[src/rtl/encrypt_pkg.sv]
// encrypt_pkg: shared LWE constants, helper constants and the FSM state type.
// Imported by encrypt, and by decrypt on the receive side, so both blocks
// agree on the default parameter set and on row ordering.
package encrypt_pkg;

  localparam int DEF_P_MOD  = 64;    // plaintext modulus p (power of two)
  localparam int DEF_P_W    = 6;     // log2(p)
  localparam int DEF_Q_MOD  = 1024;  // ciphertext modulus q (power of two, q >= p)
  localparam int DEF_CT_W   = 21;    // ciphertext entry width, > log2(q)
  localparam int DEF_DIM    = 1;     // LWE dimension; DIM+1 columns
  localparam int DEF_BIG_N  = 30;    // public-key rows
  localparam int DEF_ADDR_W = 6;     // public-key RAM address width

  localparam int DEF_LOG_Q       = $clog2(DEF_Q_MOD);
  localparam int DEF_DELTA       = DEF_Q_MOD / DEF_P_MOD;
  localparam int DEF_DELTA_SHIFT = DEF_LOG_Q - DEF_P_W;

  typedef enum logic [2:0] {
    IDLE   = 3'd0,
    LOAD   = 3'd1,
    DRAIN  = 3'd2,
    ENCODE = 3'd3,
    OUT    = 3'd4
  } state_t;

endpackage

[src/rtl/encrypt_mod_q_add.sv]
// mod_q_add: modular adder for a power-of-two modulus q = 2^LOG_Q.
// Reduction is free: the carry out of bit LOG_Q-1 is simply dropped.
//   a, b : operands, already reduced to LOG_Q bits
//   sum  : (a + b) mod q
module mod_q_add #(
  parameter int LOG_Q = 10
) (
  input  logic [LOG_Q-1:0] a,
  input  logic [LOG_Q-1:0] b,
  output logic [LOG_Q-1:0] sum
);

  assign sum = a + b;

endmodule

[src/rtl/encrypt.sv]
// encrypt: LWE public-key encryptor.
//   ct = sum_{i : r[i]=1} pk_row_i + (m*DELTA, 0, ..., 0)  (mod q)
// The public key is streamed from a synchronous-read RAM, one entry per cycle
// in row-major order; the DIMENSION+1 ciphertext entries are then presented
// on a valid/ready interface in the order decrypt consumes them.
// Ports:
//   clk, rst_n          clock, synchronous active-low reset
//   start               begin encryption (sampled only in IDLE)
//   message, subset     plaintext m and subset vector r, latched on start
//   pk_addr, pk_rd_en   RAM read request; pk_entry returns one cycle later
//   busy                high in every state except IDLE
//   ct_valid, ct_ready  ciphertext handshake; ct_entry/row hold while stalled
//   ct_entry, row       ciphertext entry (in [0,q)) and its column index
//   done                one-cycle pulse after the last entry is accepted
module encrypt
  import encrypt_pkg::*;
#(
  parameter int PLAINTEXT_MODULUS  = DEF_P_MOD,
  parameter int PLAINTEXT_WIDTH    = DEF_P_W,
  parameter int CIPHERTEXT_MODULUS = DEF_Q_MOD,
  parameter int CIPHERTEXT_WIDTH   = DEF_CT_W,
  parameter int DIMENSION          = DEF_DIM,
  parameter int BIG_N              = DEF_BIG_N,
  parameter int ADDR_WIDTH         = DEF_ADDR_W
) (
  input  logic                        clk,
  input  logic                        rst_n,
  input  logic                        start,
  input  logic [PLAINTEXT_WIDTH-1:0]  message,
  input  logic [BIG_N-1:0]            subset,
  output logic [ADDR_WIDTH-1:0]       pk_addr,
  output logic                        pk_rd_en,
  input  logic [CIPHERTEXT_WIDTH-1:0] pk_entry,
  output logic                        busy,
  output logic                        ct_valid,
  input  logic                        ct_ready,
  output logic [CIPHERTEXT_WIDTH-1:0] ct_entry,
  output logic [DIMENSION:0]          row,
  output logic                        done
);

  localparam int LOG_Q = $clog2(CIPHERTEXT_MODULUS);
  localparam int SHIFT = LOG_Q - $clog2(PLAINTEXT_MODULUS);
  localparam int NCOL  = DIMENSION + 1;
  localparam int ROW_W = DIMENSION + 1;
  localparam int IW    = (BIG_N > 1) ? $clog2(BIG_N) : 1;

  state_t                          state;
  logic [PLAINTEXT_WIDTH-1:0]      msg_q;
  logic [BIG_N-1:0]                sub_q;
  logic [NCOL-1:0][LOG_Q-1:0]      acc;
  logic [NCOL-1:0][LOG_Q-1:0]      sum;
  logic [IW-1:0]                   ld_i, rsp_i;
  logic [ROW_W-1:0]                ld_j, rsp_j;
  logic                            rsp_vld;
  logic [LOG_Q-1:0]                delta_m, add_b;
  logic                            acc_hit;
  logic                            unused_pk_hi;

  // Only the low log2(q) bits of a key entry matter mod q.
  assign unused_pk_hi = ^pk_entry[CIPHERTEXT_WIDTH-1:LOG_Q];

  // m*DELTA as a shift; with p,q powers of two this never overflows q.
  assign delta_m = LOG_Q'(msg_q) << SHIFT;

  // All column adders share one operand: the RAM word while loading, the
  // encoded message during ENCODE (only column 0 is written then).
  assign add_b   = (state == ENCODE) ? delta_m : pk_entry[LOG_Q-1:0];

  // rsp_i/rsp_j track the key coordinates of the word now on pk_entry.
  assign acc_hit = rsp_vld && sub_q[rsp_i];

  for (genvar j = 0; j < NCOL; j++) begin : g_col
    mod_q_add #(.LOG_Q(LOG_Q)) u_add (
      .a   (acc[j]),
      .b   (add_b),
      .sum (sum[j])
    );
  end

  always_ff @(posedge clk) begin
    if (!rst_n) begin
      state    <= IDLE;
      msg_q    <= '0;
      sub_q    <= '0;
      acc      <= '0;
      ld_i     <= '0;
      ld_j     <= '0;
      rsp_i    <= '0;
      rsp_j    <= '0;
      rsp_vld  <= 1'b0;
      pk_addr  <= '0;
      pk_rd_en <= 1'b0;
      busy     <= 1'b0;
      ct_valid <= 1'b0;
      ct_entry <= '0;
      row      <= '0;
      done     <= 1'b0;
    end else begin
      done    <= 1'b0;
      // Response pipeline: data for the address issued now returns next cycle.
      rsp_vld <= pk_rd_en;
      rsp_i   <= ld_i;
      rsp_j   <= ld_j;

      for (int j = 0; j < NCOL; j++)
        if (acc_hit && rsp_j == ROW_W'(j)) acc[j] <= sum[j];

      case (state)
        IDLE: begin
          if (start) begin
            msg_q    <= message;
            sub_q    <= subset;
            acc      <= '0;
            ld_i     <= '0;
            ld_j     <= '0;
            pk_addr  <= '0;
            pk_rd_en <= 1'b1;
            busy     <= 1'b1;
            state    <= LOAD;
          end
        end

        LOAD: begin
          if (ld_i == IW'(BIG_N - 1) && ld_j == ROW_W'(DIMENSION)) begin
            pk_rd_en <= 1'b0;
            pk_addr  <= '0;
            state    <= DRAIN;
          end else begin
            pk_addr <= pk_addr + 1'b1;
            if (ld_j == ROW_W'(DIMENSION)) begin
              ld_j <= '0;
              ld_i <= ld_i + 1'b1;
            end else begin
              ld_j <= ld_j + 1'b1;
            end
          end
        end

        // Last RAM response is accumulated during this cycle.
        DRAIN: state <= ENCODE;

        ENCODE: begin
          acc[0]   <= sum[0];
          ct_entry <= CIPHERTEXT_WIDTH'(sum[0]);
          row      <= '0;
          ct_valid <= 1'b1;
          state    <= OUT;
        end

        OUT: begin
          if (ct_ready) begin
            if (row == ROW_W'(DIMENSION)) begin
              ct_valid <= 1'b0;
              ct_entry <= '0;
              row      <= '0;
              done     <= 1'b1;
              busy     <= 1'b0;
              state    <= IDLE;
            end else begin
              row <= row + 1'b1;
              for (int j = 0; j < NCOL; j++)
                if (row + 1'b1 == ROW_W'(j))
                  ct_entry <= CIPHERTEXT_WIDTH'(acc[j]);
            end
          end
        end

        default: state <= IDLE;
      endcase
    end
  end

endmodule

[config.mk]
export PLATFORM = sky130hd
export DESIGN_NAME = encrypt
export DESIGN_NICKNAME = d
export VERILOG_FILES = /design/src/rtl/encrypt_pkg.sv /design/src/rtl/encrypt_mod_q_add.sv /design/src/rtl/encrypt.sv
export SDC_FILE = /design/constraint.sdc
export NUM_CORES = 1
export LEC_CHECK = 0
export BUFFER_PORTS_ARGS = -buffer_cell sky130_fd_sc_hd__buf_4
export CORE_ASPECT_RATIO = 1.4
export CORE_UTILIZATION = 49
export CTS_BUF_LIST = sky130_fd_sc_hd__clkbuf_2 sky130_fd_sc_hd__clkbuf_4 sky130_fd_sc_hd__clkbuf_8
export DETAILED_ROUTE_END_ITERATION = 16
export PLACE_DENSITY = 0.72
export SETUP_SLACK_MARGIN = 0.05
export SLEW_MARGIN = 10
export SYNTH_ARGS = -nofsm -noshare
export SYNTH_HDL_FRONTEND = slang
export SYNTH_SLANG_ARGS = --single-unit
[constraint.sdc]
create_clock -name clk -period 3.38 [get_ports clk]
set_input_delay 0.676 -clock clk [delete_from_list [all_inputs] [get_ports clk]]
set_output_delay 0.676 -clock clk [all_outputs]
set_load 0.05 [all_outputs]
Word-level counts from Yosys, hierarchy flattened
Index checks and enable logic that the tools add are counted.

Register bits after elaboration: 107. Input port bits: 61. Word-level logic and storage cells: 101.

Add/sub/neg operators: 6. Order comparisons: 1. Equality and inequality tests: 16. Muxes and demuxes: 40. Reduce and logical (&&, ||, !) cells: 21.

Operators by type and width (count): $mux 21 (4); $pmux 21 s2 (1); $mux 10 (4); $add 10x10->10 (2); $mux 20 (1); $pmux 10 s2 (1); $mux 5 (3); $pmux 3 s5 (1); $reduce_and 3->1 (5); $mux 3 (4); $mux 6 (2); $ne 2x2->1 const B (6); $pmux 6 s2 (1); $reduce_and 4->1 (3); $mux 2 (5); $pmux 5 s2 (1); $eq 2x1->1 const B (4); $pmux 2 s2 (2); $add 6x1->6 const B (1); $eq 3x2->1 const B (2); $lt 5x6->1 const B (1); $mux 1 (6); $pmux 1 s2 (3); $reduce_and 2->1 (3); other kinds (11) (18).

Depth between registers and ports, before layout
Gate-level depths: netlist of the first run.

Word-level depth: 7. Gate-level depth with buffers: 14.

Hierarchy
Synthesis of the first run repeated with hierarchy kept, for this count alone.

Cells, all modules: 621. Area, all modules: 5158.7 um2.

Modules (own cells, without submodules): encrypt (instances 1, cells an instance 518, area each 4336.7 um2, sequential area each 1921.8 um2); mod_q_add at g_col[1].u_add (instances 1, cells an instance 52, area each 436.7 um2, sequential area each 0.0 um2); mod_q_add at g_col[0].u_add (instances 1, cells an instance 51, area each 385.4 um2, sequential area each 0.0 um2).

Worst setup path after synthesis of the first run
No wires, ideal clock.

Path type: flip-flop to flip-flop. From: reg state[2]. To: reg acc[9] in the netlist's numbering. Arrival time: 2990 ps. Data required time: 3265 ps. Slack: 274 ps. Cell stages (with the launch flop): 14. Buffers on the path: 3. Clock period less this slack: 3106 ps. Path through: dfxtp_1 buf_2 nand3b_1 buf_2 buf_1 and2_1 ha_1 maj3_1 nand4_1 a21oi_1 a311o_1 a2111oi_0 a31oi_1 a31o_1.

Word-level cells in the longest chain between the ends: 6.

RTL lines: start: declaration (line encrypt.sv:48) `state_t state;`; start signal: assignment (line encrypt.sv:83) `state <= IDLE;`; start signal: assignment (line encrypt.sv:120) `state <= LOAD;`; start signal: assignment (line encrypt.sv:128) `state <= DRAIN;`; $eq 3x2->1 (line encrypt.sv:68, encrypt.sv:109); $mux 10 (line encrypt.sv:68) `assign add_b = (state == ENCODE) ? delta_m : pk_entry[LOG_Q-1:0];`; $add 10x10->10 (line encrypt_mod_q_add.sv:13) `assign sum = a + b;`; $mux 10 (line encrypt.sv:107) `if (acc_hit && rsp_j == ROW_W'(j)) acc[j] <= sum[j];`; $mux 20 (line encrypt.sv:111) `if (start) begin`; $pmux 10 s2 * (line encrypt.sv:109) `case (state)`; end signal: indexed assignment (line encrypt.sv:107); end: declaration (line encrypt.sv:51) `logic [NCOL-1:0][LOG_Q-1:0] acc;`.

Every way passes the cells marked *; elsewhere a longest branch is shown, timed or not. A chain may end at the register's enable or synchronous reset.

Final worst setup path of the first run
From: reg state[2]. To: reg ct_entry[6].

Word-level cells in the longest chain between the ends: 4.

RTL lines: $eq 3x2->1 (line encrypt.sv:68, encrypt.sv:109); $mux 10 (line encrypt.sv:68); $add 10x10->10 (line encrypt_mod_q_add.sv:13); $pmux 21 s2 (line encrypt.sv:109); end signal: assignment (line encrypt.sv:145) `ct_entry <= CIPHERTEXT_WIDTH'(sum[0]);`; end signal: assignment (line encrypt.sv:164) `ct_entry <= CIPHERTEXT_WIDTH'(acc[j]);`; end: declaration (line encrypt.sv:37) `output logic [CIPHERTEXT_WIDTH-1:0] ct_entry,`.

Parallel ways exist; a longest one is shown, timed or not.

==> summary.txt, run 1 <==
Min path
  – WHS Path Cells: 2
  – Worst Hold End: sub_q[25]
  – Hold Crit Start: sub_q[25]
  – HP Class: flip-flop to flip-flop

Power
  – Seq pwr share: 52.6%
  – Sw frac: 28.0%
  – Sw power: 629 uW
  – Logic pwr share: 12.2%
  – Internal power: 1.62 mW
  – Leak: 2.47 nW
  – Clk pwr share: 35.3%
  – Maximum VDD drop: 288 uV
  – PD cells: 383 nW/um2

Setup path
  – CP required: 3690 ps
  – Worst r2r path cells: 11
  – CP max stage delay: 720 ps
  – Critical path buffers and inverters: 1
  – Critical path class: flip-flop to flip-flop
  – Critical path's top delay family: compound AO/OA/AOI/OAI gates
  – Crit. End Element: flip-flop
  – Worst path depth: 11
  – Critical path peak fanout: 9
  – Reg2Reg Launch Point: state[2]
  – Worst-path cell with the longest stage delay: a2111oi_0
  – Reg-to-Reg End: ct_entry[6]
  – CP arrival: 3460 ps
  – Worst path cell trace: nand3b_1 > buf_4 > nand2_1 > nand2_1 > ha_1 > nand2_1 > a2111oi_0 > or3_1 > a311oi_1 > a211o_1 > a21oi_1
  – CP dominant cell by count: nand2_1
  – Crit start category: flip-flop
  – Register-to-register setup slack: 230 ps

Route
  – Drt initial violations: 191
  – Vias/cell: 5.61
  – Post-route DRC: 0
  – DRT Wirelength: 12,000 um
  – Wire per inst: 14.7 um
  – Antenna Nets Post-Route: 0
  – Via count: 4,586
  – DR pass1 iterations: 8

Floorplanning
  – Ports: 94
  – Row count: 43
  – Die W: 88.2 um
  – Chip Height: 123 um
  – Initial Util: 51.0%
  – Total core area: 10,000 um2
  – Die area: 10,800 um2

STA
  – Setup WS post-layout: 232 ps
  – Final Max Slew Viols: 0
  – Final cycle utilization of the critical path: 93.1%
  – WHS: 454 ps
  – Worst Skew: 7.23 ps
  – # setup viols final: 0
  – RSZ-0062 raised after global routing: false
  – Final Hold Fails: 0
  – Max Freq: 318 MHz
  – Slew Limit Headroom: 38.1%
  – Slew @ Worst Pin: 924 ps
  – Final min period: 3150 ps
  – Setup TNS: 0 ps

Layout
  – Reg area: 1920 um2
  – Multi-input gate area: 2930 um2
  – Synth-to-layout area growth: 15.3%
  – Most frequent cells in the layout: 115 x nand2_1, 96 x dfxtp_1, 83 x buf_4
  – Filler cell count: 927
  – Core Util, Final: 58.8%
  – Most common library cell in the layout ignoring fill and taps: nand2_1
  – Final std cells w/o fill: 818
  – N_diodes: 0
  – Share of cells above drive strength 1: 17.1%
  – Final nets: 757

Clock network
  – Clock sinks: 96
  – Clock latency on the worst-skew pair: 370 ps
  – Root Driver: clkbuf_8
  – Htree depth: 3
  – Clk pin slew, worst setup/hold paths: 100 ps
  – CTS tree: built
  – Max clock buf depth: 2
  – CTS Buf Count: 9

Synthesis
  – Synth async-reset ratio: 0%
  – Seq/Total Area, Yosys: 37.7%
  – Yosys reg bits: 96
  – Yosys cell types: 63
  – Ys flop type: dfxtp_1
  – Synthesized cell area: 5100 um2
  – Number of synthesized flops with an enable pin: 0
  – Warnings, synthesis: 0
  – Avg Inst Size Synth: 8.16 um2
  – Cell count after synthesis: 625

Global routing
  – GRT Total Usage: 23.3%
  – First-pass GRT wire length: 19,600 um
  – Largest net degree at the start of global routing: 42
  – Antenna violations before repair: 0
  – Vias in the first global route: 4,284
  – Total gr overflow: 0

Placement
  – Placed Cells: 802
  – Post-DP HPWL: 8690 um
  – I/O Buffers: 71
  – Place WS: 321 ps
  – GPL Wtd Cong: 0.888

Outcome
  – Status: finished clean

Flow run
  – Max Cap Viol: 0
==> synthesized netlist by cell type, drive strengths merged (4+ instances only) <==
cell type	count	area [um2]
a22oi	8	60.1
a21o	5	37.5
o21ai	19	95.1
buf	20	139
nand3	16	80.1
ha	18	225
nand4	4	25.0
or3	6	37.5
and2	14	87.6
nor3	12	60.1
a21oi	78	390
nor2	52	195
clkbuf	31	116
xnor2	10	87.6
a221o	6	60.1
nand3b	4	30.0
inv	7	26.3
dfxtp	96	1920
a2111oi	4	35.0
or2	4	25.0
a221oi	5	43.8
and3	10	62.6
xor2	10	87.6
mux2i	10	100
mux4	8	188
nand2	115	432
==> through the flow <==
| step | area [um2] | power (mW) |
|---|---|---|
| after CTS | 5880 | 2.27 |
| final | 5880 | 2.25 |
| after global placement | 5680 | 1.47 |
| after global routing | 5880 | 2.35 |
| after detailed placement | 5680 | 1.48 |
| after floorplan | 5140 | 1.40 |
==> power by group through the flow <==
stage	registers (mW)	clock network (mW)	logic, mW
after floorplan	1.21	0	0.187
after global placement	1.21	0	0.268
after detailed placement	1.21	0	0.273
after CTS	1.18	0.812	0.274
after global routing	1.19	0.859	0.303
final	1.18	0.794	0.273
==> state kept, by name (all words and copies together), names as in the netlist, 2 cells and up <==
register	flops
rsp_j	2
ld_j	2
rsp_i	5
sub_q	30
ld_i	5
msg_q	6
acc	20
ct_entry	10
state	3
pk_addr	6
row	2
==> metal layers <==
layer | routed length (um) | global-route usage, % | up-vias | part of all wire, %
li1 | - | - | 2297 | -
met1 | 4970 | 27.3 | 2135 | 41
met2 | 6220 | 39.9 | 124 | 52
met3 | 489 | 4.91 | 30 | 4.1
met4 | 369 | 11.5 | 0 | 3.1
met5 | 0 | 0 | - | 0
==> logic make-up after synthesis <==
kind of cell | after synthesis | share of synthesized area [%]
AND/OR/NAND/NOR | 250 | 22.3
AO/OA/AOI/OAI | 157 | 19.6
flip-flops | 96 | 37.7
buffers and inverters | 59 | 5.60
adder cells (fa/ha/maj) | 21 | 5.01
multiplexers | 21 | 6.31
XOR/XNOR | 20 | 3.44
other | 1 | 0.0735
==> layout make-up <==
type | instances | area share [%]
multi-input combinational | 480 | 49.9
timing repair buffer | 83 | 10.6
sequential | 96 | 32.7
tap | 135 | 2.87
clock inverter | 7 | 1.34
inverter | 8 | 0.511
clock buffer | 9 | 2.11
==> how the worst max path moves through the flow <==
stage                             end  startpoint  slack (ps)
after detailed placement  ct_entry[6]    state[2]         320
final                     ct_entry[6]    state[2]         230
after floorplan                acc[9]    state[2]         270
after CTS                 ct_entry[6]    state[2]         290
after global routing      ct_entry[6]    state[2]          70
after global placement    ct_entry[6]    state[2]         360
==> tightest hold or removal path, cell delays in order, from the launching register on <==
cell     delay [ps]
dfxtp_1         320
nand2_1          50
a21oi_1          50
==> repair_timing <==
| action | 4_1_cts | 5_1_grt |
|---|---|---|
| setup endpoints to repair | 0 | 1 |
| resized for setup | 0 | 1 |
| setup buffers | 0 | 0 |
| hold buffers | 0 | 0 |
Note: power is estimated with default switching activity, not from simulation.
==> run 2, diff against run 1 <==
- CELL_PAD_IN_SITES_DETAIL_PLACEMENT: unset -> 1
- CELL_PAD_IN_SITES_GLOBAL_PLACEMENT: unset -> 1
- CORE_UTILIZATION: 49 -> 43
- CTS_CLUSTER_DIAMETER: unset -> 150
- PLACE_DENSITY: 0.72 -> 0.83
==> summary.txt, run 2 (synthesis results as in run 1) <==
Floorplanning
  – Chip Height: 131 um
  – Total core area: 11,500 um2
  – Die area: 12,300 um2
  – Ports: 94
  – Die W: 94.0 um
  – Initial Util: 44.5%
  – Row count: 46

Clock network
  – Clk pin slew, worst setup/hold paths: 100 ps
  – Clock latency on the worst-skew pair: 380 ps
  – Number of setup buffers added after CTS: 0
  – Max clock buf depth: 2
  – CTS Buf Count: 9
  – Root Driver: clkbuf_8
  – Post_cts resized: 0
  – Post-CTS Hold Fix Bufs: 0
  – CTS tree: built
  – Clock sinks: 96
  – Htree depth: 3

Min path
  – Hold Crit Start: sub_q[22]
  – WHS Path Cells: 2
  – Worst Hold End: sub_q[22]
  – HP Class: flip-flop to flip-flop

STA
  – Slew @ Worst Pin: 907 ps
  – Setup TNS: 0 ps
  – RSZ-0062 raised after global routing: false
  – # setup viols final: 0
  – Worst Skew: 9.73 ps
  – Final Max Slew Viols: 0
  – WHS: 461 ps
  – Slew Limit Headroom: 39.3%
  – Setup WS post-layout: 380 ps
  – Final Hold Fails: 0
  – Max Freq: 333 MHz
  – Final min period: 3000 ps
  – Final cycle utilization of the critical path: 88.8%

Global routing
  – Antenna violations before repair: 0
  – Largest net degree at the start of global routing: 41
  – First-pass GRT wire length: 23,400 um
  – GRT Total Usage: 24.5%
  – Vias in the first global route: 4,926
  – Total gr overflow: 0

Setup path
  – Worst Setup SP: state[2]
  – Reg2Reg Launch Point: state[2]
  – Crit. End Element: flip-flop
  – CP arrival: 3300 ps
  – CP required: 3680 ps
  – Critical path class: flip-flop to flip-flop
  – Reg-to-Reg End: ct_entry[6]
  – Worst r2r path cells: 12
  – Register-to-register setup slack: 380 ps
  – Critical path peak fanout: 12
  – Crit start category: flip-flop

Outcome
  – Status: finished clean

Layout
  – Filler cell count: 1,413
  – Reg area: 1920 um2
  – N_diodes: 0
  – Top reg by flops: sub_q
  – Final nets: 758
  – Non-Filler Cell Area, Final: 5910 um2
  – Multi-input gate area: 2930 um2
  – Most common library cell in the layout ignoring fill and taps: nand2_1
  – Most frequent cells in the layout: 115 x nand2_1, 96 x dfxtp_1, 84 x buf_4
  – Share of cells above drive strength 1: 17.4%
  – Top flop regs: sub_q (30), acc (20), ct_entry (10)
  – Synth-to-layout area growth: 15.9%
  – Largest register FFs: 30

Placement
  – GPL Wtd Cong: 0.909
  – Post-DP HPWL: 10,500 um
  – DP Area: 5690 um2
  – Place WS: 222 ps
  – I/O Buffers: 71

Route
  – DR pass1 iterations: 4
  – Vias/cell: 5.74
  – DRT Wirelength: 14,300 um
  – Post-route DRC: 0
  – Antenna Nets Post-Route: 0
  – Wire per inst: 17.2 um
  – Drt initial violations: 189
  – Via count: 4,752

Power
  – Leak: 2.49 nW
  – Maximum VDD drop: 243 uV
  – PD cells: 387 nW/um2

Flow run
  – Max Cap Viol: 0
==> run 2: cell count changes in the layout (fill, tap and decap cells not counted), sizes merged <==
cell,previous run,this run
buf,83,84
clkbuf,9,11
clkinv,2,1
clkinvlp,2,1
==> run 2: worst max-delay path by stage <==
| stage | endpoint | slack [ps] | cells past startpoint |
|---|---|---|---|
| after floorplan | acc[9] | 270 | 13 |
| after global placement | ct_entry[6] | 340 | 11 |
| after detailed placement | ct_entry[6] | 220 | 11 |
| after CTS | ct_entry[6] | 380 | 12 |
| after global routing | ct_entry[6] | 170 | 12 |
| final | ct_entry[6] | 380 | 12 |
==> run 2: per-stage QoR <==
step | power (mW) | std cells | util (%)
after global placement | 1.48 | 812 | 49.7
final | 2.29 | 828 | 51.6
after detailed placement | 1.49 | 812 | 49.7
after floorplan | 1.40 | 635 | -
after global routing | 2.39 | 828 | 51.6
after CTS | 2.31 | 828 | 51.6
==> run 2: final cells by class <==
type | count | area share (%)
Multi-Input combinational cell | 480 | 49.6
Sequential cell | 96 | 32.5
Timing Repair Buffer | 84 | 10.7
Tap cell | 144 | 3.05
Clock buffer | 11 | 2.56
Clock inverter | 5 | 1.06
Inverter | 8 | 0.508
==> run 2: metal layers <==
metal	track usage (%)	part of all wire, %	wire (um)	vias up
met3	4.63	3.2	457	24
met2	45.5	54	7740	84
met5	0	0	0	-
met1	26.6	40	5700	2339
met4	11.1	2.6	377	0
li1	-	-	-	2305
==> run 2: power by group <==
| group | leakage, nW | switching (mW) | internal, mW |
|---|---|---|---|
| sequential | 0.780 | 0.0203 | 1.16 |
| clock | 0.108 | 0.432 | 0.389 |
| combinational | 1.60 | 0.175 | 0.107 |
| total | 2.49 | 0.628 | 1.66 |
==> run 2: critical path, cell delays in order, from the launching register on <==
cell,delay [ps]
dfxtp_1,340
nand3b_1,130
buf_4,210
nand2_1,130
xnor2_1,160
ha_1,200
a21o_1,140
a21oi_1,100
a2111oi_0,760
or3_1,210
a311oi_1,100
a211o_1,310
a21oi_1,120
==> run 3, diff against run 2 <==
- CORE_UTILIZATION: 43 -> 41
- CTS_BUF_LIST: sky130_fd_sc_hd__clkbuf_2 sky130_fd_sc_hd__clkbuf_4 sky130_fd_sc_hd__clkbuf_8 -> unset
- PLACE_DENSITY: 0.83 -> 0.8
==> summary.txt, run 3 (synthesis results as in run 1) <==
Placement
  – Post-DP HPWL: 10,600 um
  – I/O Buffers: 71
  – GPL Wtd Cong: 0.864
  – DP Area: 5710 um2

Clock network
  – Clock latency on the worst-skew pair: 340 ps
  – Max clock buf depth: 2
  – Root Driver: clkbuf_16
  – Clock sinks: 96
  – CTS tree: built
  – Clk pin slew, worst setup/hold paths: 70 ps
  – CTS Buf Count: 9
  – Htree depth: 3

Layout
  – Share of cells above drive strength 1: 17.8%
  – Largest register FFs: 30
  – Top flop regs: sub_q (30), acc (20), ct_entry (10)
  – N_diodes: 0
  – Core Util, Final: 50.4%
  – Multi-input gate area: 2950 um2
  – Top reg by flops: sub_q
  – Final nets: 760
  – Filler cell count: 1,463
  – Most common library cell in the layout ignoring fill and taps: nand2_1
  – Most frequent cells in the layout: 115 x nand2_1, 96 x dfxtp_1, 85 x buf_4
  – Synth-to-layout area growth: 18.6%
  – Reg area: 1920 um2
  – Non-Filler Cell Area, Final: 6050 um2

Route
  – Drt initial violations: 168
  – Via count: 4,780
  – DR pass1 iterations: 4
  – Vias/cell: 5.74
  – Post-route DRC: 0
  – Wire per inst: 17.4 um
  – DRT Wirelength: 14,500 um
  – Antenna Nets Post-Route: 0

Setup path
  – Crit start category: flip-flop
  – Critical path peak fanout: 10
  – Crit. End Element: flip-flop
  – CP arrival: 3370 ps
  – CP required: 3590 ps
  – Critical path class: flip-flop to flip-flop

STA
  – RSZ-0062 raised after global routing: false
  – WHS: 459 ps
  – Max Freq: 317 MHz
  – Slew Limit Headroom: 46.5%
  – Final Hold Fails: 0
  – Worst Skew: 4.92 ps
  – Final min period: 3150 ps
  – # setup viols final: 0
  – Setup TNS: 0 ps
  – Final cycle utilization of the critical path: 93.3%
  – Final Max Slew Viols: 0
  – Slew @ Worst Pin: 799 ps

Floorplanning
  – Ports: 94
  – Die area: 12,900 um2
  – Chip Height: 134 um
  – Total core area: 12,000 um2
  – Die W: 96.2 um
  – Initial Util: 42.5%
  – Row count: 47

Global routing
  – Antenna violations before repair: 0
  – Largest net degree at the start of global routing: 61
  – Vias in the first global route: 5,072
  – Total gr overflow: 0
  – GRT Total Usage: 23.8%
  – First-pass GRT wire length: 24,100 um

Power
  – Pwr Total: 2.53 mW
  – Maximum VDD drop: 338 uV
  – Leak: 2.55 nW
  – PD cells: 418 nW/um2

Min path
  – HP Class: flip-flop to flip-flop

Outcome
  – Status: finished clean

Flow run
  – Max Cap Viol: 0
## run 3: where the power goes
part	total (mW)	leakage [nW]	switching (mW)	internal, mW
sequential	1.18	0.780	0.0219	1.16
combinational	0.286	1.62	0.177	0.109
clock	1.06	0.153	0.460	0.599
total	2.53	2.55	0.659	1.87
## run 3: critical path: stages (launching register included)
cell	delay, ps
dfxtp_1	410
nand3b_1	290
and2_1	230
ha_1	260
ha_1	250
a21o_1	200
a21oi_1	230
a2111oi_1	100
buf_4	150
or3_1	340
a311oi_1	330
a211o_1	190
a21oi_1	60
## run 3: final timing paths
check             slack (ps)       from  depth (start not counted)           to
setup / recovery         230   state[2]                         12  ct_entry[6]
hold / removal           460  sub_q[13]                          2    sub_q[13]
setup reg to reg         230   state[2]                         12  ct_entry[6]
hold reg to reg          460  sub_q[13]                          2    sub_q[13]
## run 3: cell type report
cell class | instances | share of cell area [%]
inverter | 8 | 0.497
tap | 147 | 3.04
clock inverter | 6 | 1.10
sequential | 96 | 31.8
clock buffer | 10 | 3.95
timing repair buffer | 86 | 10.9
multi-input combinational | 480 | 48.7
## run 3: metrics by stage
stage               std cells  setup slack, ps
finish                    833              226
global route              833             84.3
CTS                       831              154
detailed placement        815              256
global placement          815              332
floorplan                 635              274
## run 3: routing by layer
layer | share of wire, % | vias up | GRT usage, %
met5 | 0 | - | 0
met1 | 40 | 2359 | 26.7
met2 | 54 | 90 | 43.3
li1 | - | 2304 | -
met4 | 2.9 | 0 | 10.4
met3 | 3.0 | 27 | 3.51
## run 3: timing repair
action,in CTS,in global routing
endpoints found under the setup margin,0,4
buffers inserted,0,2
hold buffers,0,0
resized for setup,0,4
